<file path="config.mk">
export PLATFORM = sky130hd
export DESIGN_NAME = dest_pipe_hazard_unit
export DESIGN_NICKNAME = d
export VERILOG_FILES = /design/src/rtl/dest_pipe_hazard_unit_pkg.sv /design/src/rtl/dest_pipe_hazard_unit_fwd_compare.sv /design/src/rtl/dest_pipe_hazard_unit.sv
export SDC_FILE = /design/constraint.sdc
export NUM_CORES = 1
export LEC_CHECK = 0
export ABC_AREA = 0
export CORE_MARGIN = 1.5
export CORE_UTILIZATION = 41
export CTS_CLUSTER_DIAMETER = 200
export DETAILED_ROUTE_END_ITERATION = 8
export PLACE_DENSITY = 0.84
export SLEW_MARGIN = 5
export SYNTH_ARGS = -nofsm -noshare
export SYNTH_HDL_FRONTEND = slang
export SYNTH_HIERARCHICAL = 1
export SYNTH_SLANG_ARGS = --single-unit
</file>
<file path="constraint.sdc">
create_clock -name Clk -period 2.21 [get_ports Clk]
set_input_delay 0.442 -clock Clk [delete_from_list [all_inputs] [get_ports Clk]]
set_output_delay 0.442 -clock Clk [all_outputs]
set_load 0.05 [all_outputs]
</file>
<file path="src/rtl/dest_pipe_hazard_unit_pkg.sv">
// Shared constants for the destination-register pipeline and the operand forwarding logic.
package dest_pipe_hazard_unit_pkg;

  localparam logic [4:0] REG_ZERO = 5'd0;
  localparam logic [4:0] REG_RA   = 5'd31;

  localparam logic [1:0] FWD_RF  = 2'd0;
  localparam logic [1:0] FWD_MEM = 2'd1;
  localparam logic [1:0] FWD_WB  = 2'd2;

endpackage

</file>
<file path="src/rtl/dest_pipe_hazard_unit_fwd_compare.sv">
// Operand forwarding select for one EX source register; MEM has priority over WB.
module dest_pipe_hazard_unit_fwd_compare
  import dest_pipe_hazard_unit_pkg::*;
(
  input  logic [4:0] src,
  input  logic [4:0] mem_dst,
  input  logic       mem_we,
  input  logic [4:0] wb_dst,
  input  logic       wb_we,
  output logic [1:0] sel
);

  logic mem_hit;
  logic wb_hit;

  // Register 0 is hardwired, so a write to it never counts as a producer.
  assign mem_hit = mem_we && (mem_dst != REG_ZERO) && (mem_dst == src);
  assign wb_hit  = wb_we  && (wb_dst  != REG_ZERO) && (wb_dst  == src);

  always_comb begin
    sel = FWD_RF;
    if (mem_hit) begin
      sel = FWD_MEM;
    end else if (wb_hit) begin
      sel = FWD_WB;
    end
  end

endmodule

</file>
<file path="src/rtl/dest_pipe_hazard_unit.sv">
// Tracks the EX destination register through MEM/WB, drives forwarding selects,
// the load-use stall, the register file write port and a saturating stall counter.
module dest_pipe_hazard_unit
  import dest_pipe_hazard_unit_pkg::*;
#(
  parameter int unsigned CNT_W = 16
) (
  input  logic             Clk,
  input  logic             Rst,
  input  logic             hold,
  input  logic [4:0]       ex_dst,
  input  logic             ex_regwrite,
  input  logic             ex_memread,
  input  logic [4:0]       ex_rs,
  input  logic [4:0]       ex_rt,
  input  logic [4:0]       id_rs,
  input  logic [4:0]       id_rt,
  input  logic             id_uses_rs,
  input  logic             id_uses_rt,
  output logic [1:0]       fwd_a,
  output logic [1:0]       fwd_b,
  output logic             stall,
  output logic [4:0]       wb_dst,
  output logic             wb_regwrite,
  output logic [CNT_W-1:0] stall_count
);

  logic [4:0] mem_dst;
  logic       mem_regwrite;
  logic       ex_load_writes;

  always_ff @(posedge Clk or posedge Rst) begin
    if (Rst) begin
      mem_dst      <= REG_ZERO;
      mem_regwrite <= 1'b0;
      wb_dst       <= REG_ZERO;
      wb_regwrite  <= 1'b0;
    end else if (!hold) begin
      mem_dst      <= ex_dst;
      mem_regwrite <= ex_regwrite;
      wb_dst       <= mem_dst;
      wb_regwrite  <= mem_regwrite;
    end
  end

  // Bubble insertion is the ID/EX register's job; EX capture is not gated by stall.
  assign ex_load_writes = ex_memread && ex_regwrite && (ex_dst != REG_ZERO);
  assign stall = ex_load_writes &&
                 ((id_uses_rs && (id_rs == ex_dst)) || (id_uses_rt && (id_rt == ex_dst)));

  always_ff @(posedge Clk or posedge Rst) begin
    if (Rst) begin
      stall_count <= '0;
    end else if (!hold && stall && (stall_count != {CNT_W{1'b1}})) begin
      stall_count <= stall_count + CNT_W'(1);
    end
  end

  dest_pipe_hazard_unit_fwd_compare u_fwd_a (
    .src     (ex_rs),
    .mem_dst (mem_dst),
    .mem_we  (mem_regwrite),
    .wb_dst  (wb_dst),
    .wb_we   (wb_regwrite),
    .sel     (fwd_a)
  );

  dest_pipe_hazard_unit_fwd_compare u_fwd_b (
    .src     (ex_rt),
    .mem_dst (mem_dst),
    .mem_we  (mem_regwrite),
    .wb_dst  (wb_dst),
    .wb_we   (wb_regwrite),
    .sel     (fwd_b)
  );

endmodule
</file>
## After elaboration in Yosys (flattened, before gate mapping)

Cells that the tools add are included.

| word-level totals | value |
|---|---|
| output and inout port bits | 27 |
| flip-flop bits (word level) | 28 |
| logic and storage cells | 35 |
| input bits | 32 |

| operators by class | value |
|---|---|
| reductions and logical operators | 18 |
| equal/unequal tests | 7 |
| mux-type cells | 4 |
| add/sub/neg operators | 1 |

Operator list:

| cell | number |
|---|---|
| == test 5 bit | 6 |
| adder 16 x 1 -> 16 bit (second input constant) | 1 |
| != test 16 bit (second input constant) | 1 |
| nonzero test 5 bit | 3 |
| logical AND 1 bit | 13 |
| 2-to-1 mux 2 bit | 4 |
| logical NOT 1 bit | 1 |
| logical OR 1 bit | 1 |

## Logic depth before layout (Yosys ltp)

Gate-level depths: netlist of run 1.

| depth | value |
|---|---|
| depth after elaboration | 6 |
| gate-level depth with buffers | 6 |
| mapped depth without buffers | 6 |

## Modules after synthesis

The synthesis of run 1 kept the hierarchy.

By module, submodules not included:

| module | sequential area each (µm²) | times used | area each (µm²) | cells each |
|---|---|---|---|---|
| dest_pipe_hazard_unit | 700.7 | 1 | 1453.9 | 125 |
| dest_pipe_hazard_unit_fwd_compare | 0.0 | 2 | 158.9 | 21 |

## Worst setup path before layout of run 1

No wires, ideal clock.

| timing | value |
|---|---|
| path kind | reg-to-output |
| start point | register wb_dst[1] |
| end point | output port fwd_a[1] |
| required time | 1.768 ns |
| cell stages (with the launch flop) | 5 |
| buffers on the path | 0 |
| path slack | 0.040 ns |
| data arrival time | 1.728 ns |
| path through | dfrtp_1 xor2_1 nor3_1 nand3_1 nor3_2 |

| between the ends | value |
|---|---|
| word-level cells in the longest chain between the ends | 5 |
| elaborated cells between the ends (all ways) | 6 |
| classes of those cells | eq/ne (1); mux (2); reduce/logical (3) |

RTL lines:

| what | RTL line | text |
|---|---|---|
| from (decl) | dest_pipe_hazard_unit.sv:23 | `output logic [4:0] wb_dst,` |
| from (signal assigned) | dest_pipe_hazard_unit.sv:41 | `wb_dst <= mem_dst;` |
| nonzero test 5 bit | dest_pipe_hazard_unit_fwd_compare.sv:18 | `assign wb_hit = wb_we && (wb_dst != REG_ZERO) && (wb_dst == src);` |
| logical AND 1 bit | dest_pipe_hazard_unit_fwd_compare.sv:18 |  |
| logical AND 1 bit (*) | dest_pipe_hazard_unit_fwd_compare.sv:18 |  |
| 2-to-1 mux 2 bit (*) | dest_pipe_hazard_unit_fwd_compare.sv:24 | `end else if (wb_hit) begin` |
| 2-to-1 mux 2 bit (*) | dest_pipe_hazard_unit_fwd_compare.sv:22 | `if (mem_hit) begin` |
| to (decl) | dest_pipe_hazard_unit.sv:20 | `output logic [1:0] fwd_a,` |

Every way passes the cells marked *; elsewhere a longest branch is shown, timed or not.

## Final worst setup path of run 1

| timing | value |
|---|---|
| start point | register mem_dst[0] |
| end point | output port fwd_a[1] |

| between the ends | value |
|---|---|
| word-level cells in the longest chain between the ends | 4 |
| elaborated cells between the ends (all ways) | 5 |
| classes of those cells | eq/ne (1); mux (1); reduce/logical (3) |

RTL lines:

| what | RTL line | text |
|---|---|---|
| from (decl) | dest_pipe_hazard_unit.sv:28 | `logic [4:0] mem_dst;` |
| from (signal assigned) | dest_pipe_hazard_unit.sv:39 | `mem_dst <= ex_dst;` |
| nonzero test 5 bit | dest_pipe_hazard_unit_fwd_compare.sv:17 | `assign mem_hit = mem_we && (mem_dst != REG_ZERO) && (mem_dst == src);` |
| logical AND 1 bit | dest_pipe_hazard_unit_fwd_compare.sv:17 |  |
| logical AND 1 bit (*) | dest_pipe_hazard_unit_fwd_compare.sv:17 |  |
| 2-to-1 mux 2 bit (*) | dest_pipe_hazard_unit_fwd_compare.sv:22 |  |

Marks and branches as above.

==> results.json, run 1 <==
{
  "status": "complete, no violations",
  "start_kind": "register",
  "total_power_mw": 1.26,
  "hold_path_depth": 1,
  "antenna_found_initial": 0,
  "clk_latency_ns": 0.28,
  "antenna_cells": 0,
  "nets": 271,
  "cts_made_buffers": 3,
  "yosysWarnings": 6,
  "syn_area_mm2": 0.00177,
  "slew_violations": 0,
  "core_region_area_mm2": 0.00409,
  "rsz0062_at_grt": "yes",
  "worst_slack_ns": 0.0544,
  "p_per_area_mw_per_mm2": 489,
  "skew_ns": 0.0107,
  "layout_common_cells": "clkdlybuf4s50_1, xnor2_1, dfrtp_1, nand3_1, nand2_1",
  "dr.pass1.iters": 4,
  "grt_start_max_net_pins": 29,
  "final-setup-viol-count": 0,
  "rr_worst_depth": 6,
  "htree_levels": 1,
  "end_kind": "output port",
  "routed_wirelength_mm": 4.34,
  "post_synth.cell_area_avg_um2": 10.6,
  "drv_cap": 0,
  "placement.io_buffers": 58,
  "cts-root-buf": "clkbuf_8",
  "cts_buffer_depth": 2,
  "std_cell_rows": 23,
  "mostFrequentLayoutCell": "clkdlybuf4s50_1",
  "fin_crit_ns": 2.16,
  "dp_cells": 283,
  "crit_chain": "o41ai_2 > a211oi_2 > nor3_2 > buf_12",
  "synth_cell_type_count": 33,
  "worstPathMaxFanout": 6,
  "rrSetupSlack_ns": 0.25,
  "hold_path.class": "reg -> reg",
  "crit_buf_inv": 1,
  "worst_pin_slew_ns": 0.518,
  "arrival_ns": 1.71,
  "grt_use_total_pct": 20.7,
  "criticalPathCategory": "reg -> out",
  "p_leak_nw": 1.01,
  "cts_tree": "yes",
  "critical_path.top_delay_family": "compound AO/OA/AOI/OAI gates",
  "fillers": 358,
  "period_share_pct": 97.5,
  "ys_seq_area_share_pct": 39.5,
  "first_global_vias": 1535,
  "vias": 1581,
  "ios": 59,
  "synthCells": 167,
  "postCtsSetupBuffers": 0,
  "whs_endpoint": "stall_count[5]",
  "wl_per_cell_um": 15.2,
  "finalCoreUtilization_pct": 63.1,
  "pre_cts_ws_ns": -0.253,
  "fmax_ghz": 0.464,
  "dieHeight_um": 68.7,
  "cp_slowest_cell": "dfrtp_2",
  "drcViolationCount": 0,
  "stdcell_count": 286,
  "place.gp.congestion": 0.849,
  "ant_nets": 0,
  "start_util_pct": 43.4,
  "die_area_mm2": 0.00472,
  "clk_pin_slew_worst_paths_ns": 0.08,
  "reg2reg_to": "stall_count[1]",
  "syn_nets": 200,
  "areaGrowthSynthToFinish_pct": 45.5,
  "vdd_drop_max_mv": 0.379,
  "avgViaCountPerCell": 5.53,
  "hold_viol_final": 0,
  "worstReg2RegStart": "stall_count[0]",
  "cp.required_ns": 1.77,
  "synth_seq_cells": 28,
  "overflow": 0,
  "grt_pass1_wl_mm": 7.25,
  "cp_num_cells": 4,
  "cts.sinks": 28,
  "dieWidth_um": 68.7,
  "relSlewSlack_pct": 65.3,
  "tns_ns": 0,
  "hpwlAfterDp_mm": 3.35,
  "initialDrtViolationCount": 87,
  "drive_above_1_share_pct": 22.0,
  "hp-start": "stall_count[5]",
  "max_stage_delay_ns": 0.47
}
-- stage by stage --
| step | area (um^2) | hold WS (ns) |
|---|---|---|
| 2_1_floorplan | 1770 | 0.507 |
| 3_3_place_gp | 2530 | 0.487 |
| 3_5_place_dp | 2530 | 0.484 |
| 4_1_cts | 2560 | 0.503 |
| 5_1_grt | 2580 | 0.516 |
| 6_report | 2580 | 0.498 |
-- registers in the layout (all words and copies together) (netlist names) --
| register | cells |
|---|---|
| mem_dst | 5 |
| wb_regwrite | 1 |
| mem_regwrite | 1 |
| wb_dst | 5 |
| stall_count | 16 |
-- cells by family after synthesis --
kind of cell | Yosys count | share of synthesized area [%]
DFF | 28 | 39.5
xor gates and xnor gates | 39 | 19.3
and+or+nand+nor | 68 | 22.2
muxes | 15 | 9.53
AOI/OAI and AO/OA | 10 | 6.92
buffers and inverters | 6 | 1.84
adders and majority gates | 1 | 0.706
-- repair_timing --
action,CTS,global route
gates resized for setup,17,8
setup endpoints to repair,4,5
hold buffers,0,0
pin swaps,4,7
-- report_power, final --
part           leakage [nW]  switching, mW  internal, mW
logic                 0.630          0.196         0.181
registers             0.361         0.0588         0.546
clock network        0.0216          0.156         0.123
-- metal layers --
layer	vias to the layer above	global-route usage [%]	routed length [um]
met2	48	35.3	2250
met5	-	0	0
met1	778	26.3	1840
met4	0	8.82	72
li1	750	-	-
met3	5	2.44	173
-- Yosys cell counts, drive strengths merged --
cell,count,area share [%]
buf,5,1.6
inv,1,0.21
nor2,5,1.5
a2111oi,1,0.85
nand2,14,3.0
nand4,8,2.8
a211oi,2,1.4
and3,3,1.1
nand2b,1,0.35
a31oi,1,0.35
and4,3,1.5
nand4b,2,0.99
xnor2,33,16
xor2,6,3.0
nand3,16,4.8
o211ai,1,1.2
mux2,15,9.5
o22ai,1,0.71
nor3,7,2.5
nor3b,1,0.42
a21oi,2,0.56
or4,1,0.64
o41ai,2,1.8
and2b,1,0.49
dfrtp,28,40
nor4,6,2.1
ha,1,0.71
-- area by class of cell --
| cell class | instances | area (um^2) | area share, % |
|---|---|---|---|
| Timing Repair Buffer | 71 | 719 | 27.9 |
| Multi-Input combinational cell | 133 | 1050 | 40.6 |
| Tap cell | 50 | 62.6 | 2.43 |
| Sequential cell | 28 | 703 | 27.3 |
| Clock buffer | 3 | 41.3 | 1.60 |
| Inverter | 1 | 3.75 | 0.146 |
-- worst max-delay path by stage --
stage | startpoint | end
6_report | mem_dst[0] | fwd_a[1]
3_5_place_dp | ex_dst[1] | stall
2_1_floorplan | wb_dst[1] | fwd_a[1]
4_1_cts | mem_dst[0] | fwd_a[1]
5_1_grt | mem_dst[0] | fwd_a[1]
3_3_place_gp | ex_dst[1] | stall
Power figures use the tool's default switching activity.
==> run 2: changes to the inputs <==
Settings changed: CORE_MARGIN 1.5 to not set.
==> run 2 against run 1 <==
  * Clock-buffer cell count increased by 1
  * Fmax decreased by 0.54%
  * Via count increased by 0.51%
  * Power increased by 3.9%
  * Clock skew decreased by 0.0059 ns
  * First-iteration DRC count increased by 25%
  * Worst hold slack improved by 0.0089 ns
  * Clock power increased by 14%
  * Register-to-register slack about the same
  * Global-route usage decreased by 0.67 points
  * Die area decreased by 2.9%
  * Sequential share of layout area decreased by 0.32 points
  * Critical endpoint is now stall
  * Largest power group unchanged
==> results.json, run 2 (synthesis gave the netlist of run 1 again) <==
{
  "status": "complete, no violations",
  "arrival_ns": 1.73,
  "vias": 1589,
  "cts_tree": "yes",
  "seqPwrFrac_pct": 46.5,
  "first_global_vias": 1485,
  "antenna_found_initial": 0,
  "hpwlAfterDp_mm": 3.34,
  "worstPathMaxFanout": 2,
  "dieWidth_um": 67.7,
  "grt_use_total_pct": 20.0,
  "drive_above_1_share_pct": 23.1,
  "cts_buffer_depth": 2,
  "sw_frac_of_total_pct": 32.2,
  "start_kind": "primary input",
  "cts-root-buf": "clkbuf_8",
  "layout_common_cells": "clkdlybuf4s50_1, xnor2_1, dfrtp_1, nand3_1",
  "stdcell_count": 288,
  "htree_levels": 1,
  "worst_pin_slew_ns": 0.515,
  "std_cell_rows": 23,
  "hold_viol_final": 0,
  "cts_made_buffers": 3,
  "grt_start_max_net_pins": 29,
  "rsz0062_at_grt": "no",
  "finalCoreUtilization_pct": 63.9,
  "grt_pass1_wl_mm": 6.89,
  "largest_reg_flops": 16,
  "areaGrowthSynthToFinish_pct": 47.5,
  "hold_path.class": "reg -> reg",
  "start_util_pct": 43.4,
  "final-setup-viol-count": 0,
  "whs_ns": 0.506,
  "tns_ns": 0,
  "cts_hold_buf": 0,
  "clk_pin_slew_worst_paths_ns": 0.09,
  "drv_cap": 0,
  "mostFrequentLayoutCell": "clkdlybuf4s50_1",
  "dr.pass1.iters": 4,
  "ant_nets": 0,
  "biggestRegsByFlops": "stall_count x16, mem_dst x5, wb_dst x5",
  "dieHeight_um": 67.7,
  "ios": 59,
  "dp_cells": 284,
  "total_power_mw": 1.31,
  "period_share_pct": 98.1,
  "worst_slack_ns": 0.0427,
  "largest_register": "stall_count",
  "pre_cts_ws_ns": -0.244,
  "die_area_mm2": 0.00459,
  "slew_violations": 0,
  "p_int_mw": 0.889,
  "antenna_cells": 0,
  "end_kind": "output port",
  "p_leak_nw": 1.04,
  "place.gp.congestion": 0.855,
  "avgViaCountPerCell": 5.52,
  "p_clk_share_pct": 24.4,
  "overflow": 0,
  "clk_latency_ns": 0.28,
  "cts.sinks": 28,
  "fmax_ghz": 0.461,
  "core_region_area_mm2": 0.00409,
  "routed_wirelength_mm": 4.38,
  "criticalPathCategory": "in -> out",
  "placement.io_buffers": 58,
  "vdd_drop_max_mv": 0.221,
  "p_comb_share_pct": 29.2,
  "place_area_mm2": 0.00254,
  "fin_crit_ns": 2.17,
  "wl_per_cell_um": 15.2,
  "postLayoutCellArea_mm2": 0.00261,
  "nets": 272,
  "drcViolationCount": 0,
  "p_sw_mw": 0.421,
  "cp.required_ns": 1.77,
  "relSlewSlack_pct": 65.5,
  "initialDrtViolationCount": 109,
  "p_per_area_mw_per_mm2": 501,
  "skew_ns": 0.00474
}
[run 2: layout make-up]
cell class / instances / area (um^2)
fill: 332 / 1470
sequential: 28 / 704
inverter: 1 / 3.75
clock buffer: 4 / 55.1
multi-input combinational: 133 / 1060
timing repair buffer: 72 / 728
tap: 50 / 62.6
[run 2: worst max-delay path, stage by stage]
cell             delay (ns)
clkdlybuf4s15_1        0.19
or4_4                  0.50
o211ai_4               0.18
and2b_2                0.26
buf_12                 0.15
[run 2: timing repair]
item / CTS / global route
hold endpoints to repair: 0 / 0
buffers inserted: 0 / 0
gates resized for setup: 19 / 10
setup endpoints to repair: 4 / 5
pin swaps: 4 / 10
[run 2: routing by layer]
| layer | vias to the layer above | part of all wire (%) | GRT usage [%] |
|---|---|---|---|
| li1 | 746 | - | - |
| met3 | 5 | 4.7 | 1.86 |
| met5 | - | 0 | 0 |
| met4 | 0 | 1.1 | 6.12 |
| met1 | 775 | 45 | 26.5 |
| met2 | 63 | 49 | 34.0 |
[run 2: power groups by stage]
stage                     Clock (mW)  Combinational (mW)  Sequential (mW)
after floorplan                    0               0.148            0.675
after global placement             0               0.377            0.612
after detailed placement           0               0.386            0.613
after CTS                      0.322               0.379            0.603
after global routing           0.343               0.406            0.615
final                          0.319               0.382            0.609
[run 2: final timing paths]
| kind | from | to | slack (ns) | cells after the start |
|---|---|---|---|---|
| min | stall_count[5] | stall_count[5] | 0.51 | 1 |
| max reg2reg | stall_count[0] | stall_count[1] | 0.25 | 6 |
| min reg2reg | stall_count[5] | stall_count[5] | 0.51 | 1 |
| min in group asynchronous | Rst | stall_count[10] | 0.53 | 3 |
| max in group asynchronous | Rst | mem_dst[0] | 1.38 | 3 |
| max | ex_dst[2] | stall | 0.04 | 5 |
